<file path="config.mk">
export PLATFORM = sky130hd
export DESIGN_NAME = matrix_output_controller
export DESIGN_NICKNAME = d
export VERILOG_FILES = /design/src/rtl/matrix_output_controller.sv
export SDC_FILE = /design/constraint.sdc
export NUM_CORES = 1
export LEC_CHECK = 0
export ABC_AREA = 1
export CAP_MARGIN = 15
export CORE_ASPECT_RATIO = 0.9
export CORE_UTILIZATION = 44
export DETAILED_ROUTE_END_ITERATION = 10
export PLACE_DENSITY_LB_ADDON = 0.25
export SLEW_MARGIN = 20
export SYNTH_ARGS = -nofsm -noshare
export SYNTH_HDL_FRONTEND = slang
export SYNTH_SLANG_ARGS = --single-unit
</file>
<file path="constraint.sdc">
create_clock -name clk -period 2.1 [get_ports clk]
set_input_delay 0.21 -clock clk [delete_from_list [all_inputs] [get_ports clk]]
set_output_delay 0.21 -clock clk [all_outputs]
set_load 0.02 [all_outputs]
</file>
<file path="src/rtl/matrix_output_controller.sv">
// matrix_output_controller: streams a stored matrix to the UART encoder as element/separator/newline tokens.
// Define OUTPUT_HEADER_EN to prefix each print with header tokens (m, n) and a newline.
module matrix_output_controller #(
    parameter int MAX_DIM = 5,
    parameter int RD_LAT  = 1
) (
    input  logic        clk,
    input  logic        rst,
    input  logic        start,
    input  logic [6:0]  start_id,
    input  logic [3:0]  start_m,
    input  logic [3:0]  start_n,
    output logic        busy,
    output logic        done,
    output logic        err,
    output logic        read_en,
    output logic [6:0]  read_id,
    output logic [3:0]  read_row,
    output logic [3:0]  read_col,
    input  logic [31:0] read_data,
    output logic        tx_valid,
    output logic [1:0]  tx_kind,
    output logic [31:0] tx_data,
    input  logic        tx_ready
);
    typedef enum logic [3:0] {
        IDLE, CHECK, READ, WAIT, SEND, SEP, NL, FIN
`ifdef OUTPUT_HEADER_EN
        , HDR_M, HDR_N, HDR_NL
`endif
    } state_t;

    state_t     state;
    logic [6:0] id_q;
    logic [3:0] m_q, n_q, row, col;
    logic [1:0] lat;
    logic       xfer, bad_dims, last_col, last_row;

    assign xfer     = tx_valid & tx_ready;
    assign bad_dims = (m_q == 4'd0) | (n_q == 4'd0) | (m_q > 4'(MAX_DIM)) | (n_q > 4'(MAX_DIM));
    // Only evaluated after CHECK, so dims are at least 1 and the subtraction cannot wrap.
    assign last_col = col == n_q - 4'd1;
    assign last_row = row == m_q - 4'd1;

    always_ff @(posedge clk or posedge rst) begin
        if (rst) begin
            state    <= IDLE;
            id_q     <= '0;
            m_q      <= '0;
            n_q      <= '0;
            row      <= '0;
            col      <= '0;
            lat      <= '0;
            busy     <= 1'b0;
            done     <= 1'b0;
            err      <= 1'b0;
            read_en  <= 1'b0;
            read_id  <= '0;
            read_row <= '0;
            read_col <= '0;
            tx_valid <= 1'b0;
            tx_kind  <= '0;
            tx_data  <= '0;
        end else begin
            done    <= 1'b0;
            err     <= 1'b0;
            read_en <= 1'b0;
            case (state)
                IDLE: if (start) begin
                    id_q  <= start_id;
                    m_q   <= start_m;
                    n_q   <= start_n;
                    row   <= '0;
                    col   <= '0;
                    busy  <= 1'b1;
                    state <= CHECK;
                end
                CHECK: if (bad_dims) begin
                    busy  <= 1'b0;
                    done  <= 1'b1;
                    err   <= 1'b1;
                    state <= FIN;
                end else begin
                    read_id <= id_q;
`ifdef OUTPUT_HEADER_EN
                    tx_valid <= 1'b1;
                    tx_kind  <= 2'd3;
                    tx_data  <= 32'(m_q);
                    state    <= HDR_M;
`else
                    read_en  <= 1'b1;
                    read_row <= row;
                    read_col <= col;
                    state    <= READ;
`endif
                end
                READ: begin
                    lat   <= 2'd1;
                    state <= WAIT;
                end
                WAIT: if (lat == 2'(RD_LAT)) begin
                    tx_valid <= 1'b1;
                    tx_kind  <= 2'd0;
                    tx_data  <= read_data;
                    state    <= SEND;
                end else begin
                    lat <= lat + 2'd1;
                end
                SEND: if (xfer) begin
                    tx_kind <= last_col ? 2'd2 : 2'd1;
                    tx_data <= '0;
                    state   <= last_col ? NL : SEP;
                end
                SEP: if (xfer) begin
                    tx_valid <= 1'b0;
                    tx_kind  <= 2'd0;
                    col      <= col + 4'd1;
                    read_en  <= 1'b1;
                    read_row <= row;
                    read_col <= col + 4'd1;
                    state    <= READ;
                end
                NL: if (xfer) begin
                    tx_valid <= 1'b0;
                    tx_kind  <= 2'd0;
                    col      <= '0;
                    if (last_row) begin
                        busy  <= 1'b0;
                        done  <= 1'b1;
                        state <= FIN;
                    end else begin
                        row      <= row + 4'd1;
                        read_en  <= 1'b1;
                        read_row <= row + 4'd1;
                        read_col <= '0;
                        state    <= READ;
                    end
                end
`ifdef OUTPUT_HEADER_EN
                HDR_M: if (xfer) begin
                    tx_data <= 32'(n_q);
                    state   <= HDR_N;
                end
                HDR_N: if (xfer) begin
                    tx_kind <= 2'd2;
                    tx_data <= '0;
                    state   <= HDR_NL;
                end
                HDR_NL: if (xfer) begin
                    tx_valid <= 1'b0;
                    tx_kind  <= 2'd0;
                    read_en  <= 1'b1;
                    read_row <= row;
                    read_col <= col;
                    state    <= READ;
                end
`endif
                FIN: state <= IDLE;
                default: state <= IDLE;
            endcase
        end
    end
endmodule

</file>
## Word level (Yosys, flattened, before mapping)

Index checks and enable logic that the tools add are counted.

- Add/subtract/negate cells: 5
- $lt $le $gt $ge: 2
- Eq/ne operators: 20
- Multiplexer cells: 51
- Bitwise gates (word level): 5
- Reduce and logical (&&, ||, !) cells: 23

Operators by type and width:

| operator | count |
|---|---|
| $mux W32 | 2 |
| $pmux W32 S2 | 1 |
| $mux W4 | 15 |
| $pmux W4 S3 | 3 |
| $pmux W4 S7 | 1 |
| $ne A2 B2 Y1 const B | 10 |
| $reduce_and A5 Y1 | 3 |
| $mux W1 | 14 |
| $eq A4 B3 Y1 const B | 3 |
| $logic_not A4 Y1 | 3 |
| $mux W2 | 6 |
| $reduce_and A4 Y1 | 3 |
| $reduce_bool A3 Y1 | 4 |
| $add A4 B1 Y4 const B | 2 |
| $eq A4 B2 Y1 const B | 2 |
| $eq A4 B4 Y1 | 2 |
| $gt A4 B3 Y1 const B | 2 |
| $pmux W4 S2 | 1 |
| $reduce_bool A2 Y1 | 4 |
| $sub A4 B1 Y4 const B | 2 |
| $mux W3 | 2 |
| $pmux W1 S3 | 2 |
| $pmux W2 S3 | 1 |
| $reduce_and A2 Y1 | 3 |
| 11 further kinds | 15 |

- Flip-flop bits (word level): 83
- Input port bits: 51

## Depth between registers and ports, before layout

- Word-level depth: 6
- Gate-level depth with buffers: 14
- Gate-level depth less buffers: 14

## Worst setup path after synthesis

Ideal clock, no wire load.

- Kind: reg-to-reg
- Start point: reg m_q[0]
- End point: reg read_row[0]
- Library setup time: 0.076 ns
- Arrival time: 1.568 ns
- Path slack: 0.456 ns
- Cell stages (with the launch flop): 11
- Path buffers: 1
- Cells stage by stage: dfrtp_1 -> inv_1 -> ha_1 -> xor2_1 -> nand2_1 -> nor2_1 -> nand3_1 -> nand3_1 -> buf_2 -> nand2_1 -> o21ai_1

- Word-level cells in the longest chain between the ends: 6
- Elaborated cells on any way between the ends: 10
- Those cells by class: add/sub: 1; order compare: 1; eq/ne: 3; bitwise: 3; reduce/logical: 2

Ends and longest elaborated chain:

| item | line | text |
|---|---|---|
| from (decl) | 35 | `logic [3:0] m_q, n_q, row, col;` |
| from (signal assigned) | 71 | `m_q <= start_m;` |
| parallel branches: the longest is 5 deep, another holds $sub A4 B1 Y4 | - |  |
| $reduce_and A5 Y1 (no line) * | - |  |
| to (signal assigned) | 92 | `read_row <= row;` |
| to (signal assigned) | 119 | `read_row <= row;` |
| to (signal assigned) | 134 | `read_row <= row + 4'd1;` |
| to (decl) | 18 | `output logic [3:0] read_row,` |

Every way passes the cells marked *.
A chain may end at the register's enable or synchronous reset.

## Worst setup path after layout

- Start point: reg m_q[0]
- End point: reg read_col[2]

- Word-level cells in the longest chain between the ends: 6
- Elaborated cells on any way between the ends: 10
- Those cells by class: add/sub: 1; order compare: 1; eq/ne: 3; bitwise: 3; reduce/logical: 2

Ends and longest elaborated chain:

| item | line | text |
|---|---|---|
| parallel branches: the longest is 5 deep, another holds $sub A4 B1 Y4 | - |  |
| $reduce_and A5 Y1 (no line) * | - |  |
| to (signal assigned) | 93 | `read_col <= col;` |
| to (signal assigned) | 120 | `read_col <= col + 4'd1;` |
| to (decl) | 19 | `output logic [3:0] read_col,` |

Marks and branches as above.

==> summary.txt <==
Slew Limit Fails: 0
Unrepaired setup endpoints after global routing: false
N_diodes: 0
CTS Root Cell: clkbuf_8
Crit end category: flip-flop
Tightest Pin Transition: 0.3950 ns
Setup crit start kind: flip-flop
Initial antenna violation count: 0
Fin crit share: 0.9085
Worst skew pair latency: 0.35 ns
Combinational power share: 0.497
Core Box Area: 8608 um^2
Placed cell area: 5099 um^2
Cells after synthesis: 444
Width of the die: 101.3 um
H-tree Lvls: 3
Post_cts resized: 0
Routed wire length: 8.615 mm
Critical Path RT: 2.34 ns
TritonCTS clock tree: yes
I/O Pins: 105
Avg Vias per Cell: 4.889
Final setup fails: 0
P_sw: 3.031 mW
CTS buffer count: 9
1st-pass router iterations: 4
Synthesized Nets: 504
Switching power share of the total: 0.4209
Clk slew on worst S/H paths: 0.09 ns
HP Class: in -> async
Critical-path cell list: inv_1 > ha_1 > xor2_1 > nand2_1 > nor2_1 > nand3_1 > nand3_4 > inv_2 > nand2_1 > nand2_1
Min Tclk post-route: 1.908 ns
Final-stage net count: 612
Area Growth Syn to Fin: 35.32%
VDD IR-drop max: 0.0006422 V
CTS Sinks: 82
Die Y: 91.40 um
Critical path class: reg -> reg
Bufs and invs on worst path: 2
Initial core utilization: 0.4539
Critical path's largest stage delay: 0.40 ns
Register area share after synthesis: 0.5251
Overall global routing resource usage: 0.2043
Row Count: 32
Via Count: 3305
Slowest library cell on the worst path: dfrtp_1
Internal: 4.171 mW
Worst clock skew: 0.008319 ns
Most frequent cells in the layout: clkdlybuf4s50_1 (104), nand2_1 (92), dfrtp_1 (82)
Reg area: 2052 um^2
Power, Total: 7.202 mW
Drt wl/cell: 12.74 um
Residual DRC count: 0
Filler cell count: 751
Fraction of layout cells with a size suffix above 1: 0.1059
Max_cap viols: 0
Synth cell types: 33
Largest net degree at the start of global routing: 65
Post-route ant nets: 0
Commonest non-fill, non-tap cell in the layout: clkdlybuf4s50_1
Multi-input gate area: 1505 um^2
Final TNS setup: 0 ns
Crit path max fanout: 11
Number of port buffers: 104
Initial DRC count: 129
Max clock buf depth: 2
Global-route wire length before repair: 14.73 mm
Cell Pwr Density: 1362 nW/um^2
# Post-CTS Setup Buffers: 0
Reg power frac: 0.360
GRT Residual Overflow: 0
Vias in the first global route: 3263
Routability Congestion: 0.8479
Number of synthesis warnings: 0
Status: finished, final reports clean
Synthesized flop and latch total: 82
Final Instance Area: 5288 um^2
Fmax: 524.1 MHz
Cell Area, Synth: 3907 um^2
Final Hold Viols: 0
CP Data Arrival Time: 2.15 ns
Critical path's top delay family: simple AND/OR/NAND/NOR gates
Lkg Pwr: 2.482 nW
DP HPWL: 6.327 mm
Clock power share: 0.143
Avg Cell Area, Syn: 8.801 um^2
Hold_buf cts: 0
Slew HR: 0.7360
Crit-path most repeated cell: nand2_1
Die area: 9262 um^2
-- layout make-up --
| class | count | area share |
|---|---|---|
| repair buffers | 111 | 0.2139 |
| multi-input cells | 276 | 0.2847 |
| well taps | 119 | 0.02816 |
| inverters | 72 | 0.05182 |
| clock inverters | 7 | 0.009938 |
| flip-flops and latches | 82 | 0.3881 |
| clock buffers | 9 | 0.02343 |
-- power by group through the flow --
stage | Sequential (mW) | Combinational [mW] | Clock [mW]
after floorplan | 3.00 | 1.85 | 0
after global placement | 2.60 | 3.48 | 0
after detailed placement | 2.62 | 3.55 | 0
after CTS | 2.59 | 3.57 | 1.07
after global routing | 2.68 | 3.96 | 1.15
final | 2.59 | 3.58 | 1.03
-- synth_stat cells, drive strengths merged --
library cell	number	share of area
xnor2	2	0.0045
ha	9	0.029
clkbuf	3	0.0029
a21o	1	0.0019
inv	72	0.069
nand3b	4	0.0077
mux2	14	0.040
nand2	95	0.094
dfrtp	82	0.53
nand4	2	0.0032
nor2	21	0.023
a21oi	14	0.023
o22ai	1	0.0016
buf	11	0.021
o31ai	1	0.0019
o21a	1	0.0019
o21ai	54	0.069
nand3	48	0.064
nor3	4	0.0064
xor2	3	0.0067
or2	2	0.0032
-- layer usage --
| metal | share of wire | global-route usage |
|---|---|---|
| met1 | 0.46 | 0.2763 |
| met2 | 0.48 | 0.3107 |
| met3 | 0.054 | 0.05158 |
| met4 | 0.016 | 0.08575 |
| met5 | 0 | 0 |
-- logic make-up (layout without fill, tap and decap cells) --
logic type      after synthesis  after routing  synth area share
compound gates               72             72           0.09927
xor+xnor                      5              5           0.01121
fa+ha+maj                     9              9           0.02882
buf+inv                      86            199           0.09286
flops                        82             82            0.5251
mux                          14             14           0.04035
simple gates                176            176            0.2024
-- per-stage QoR --
stage / hold slack, ns / instances / util / worst slack [ns]
4_1_cts: 0.08908 / 676 / 0.6128 / 0.01885
3_3_place_gp: 0.4661 / 660 / 0.5923 / 0.2007
5_1_grt: 0.07982 / 676 / 0.6142 / 0.04835
2_1_floorplan: 0.3569 / 444 / - / 0.4557
6_report: 0.1029 / 676 / 0.6142 / 0.1921
3_5_place_dp: 0.4639 / 660 / 0.5923 / 0.08262
-- registers in the layout (all words and copies together), names as in the netlist, 2 cells and up --
signal and count:
m_q 4, tx_kind 2, state 3, row 4
col 4, n_q 4, read_col 4, tx_data 32
id_q 7, read_row 4, read_id 7, lat 2
-- path summary, 6_finish.rpt --
check | startpoint | end | slack, ns | cells after the start
max | m_q[0] | read_col[2] | 0.19 | 10
min | rst | tx_kind[1] | 0.10 | 2
max reg2reg | m_q[0] | read_col[2] | 0.19 | 10
min reg2reg | busy | busy | 0.49 | 2
max in group asynchronous | rst | read_id[0] | 1.55 | 3
min in group clk | read_data[2] | tx_data[2] | 0.41 | 3
No activity file was read; power rests on OpenSTA's default activity.
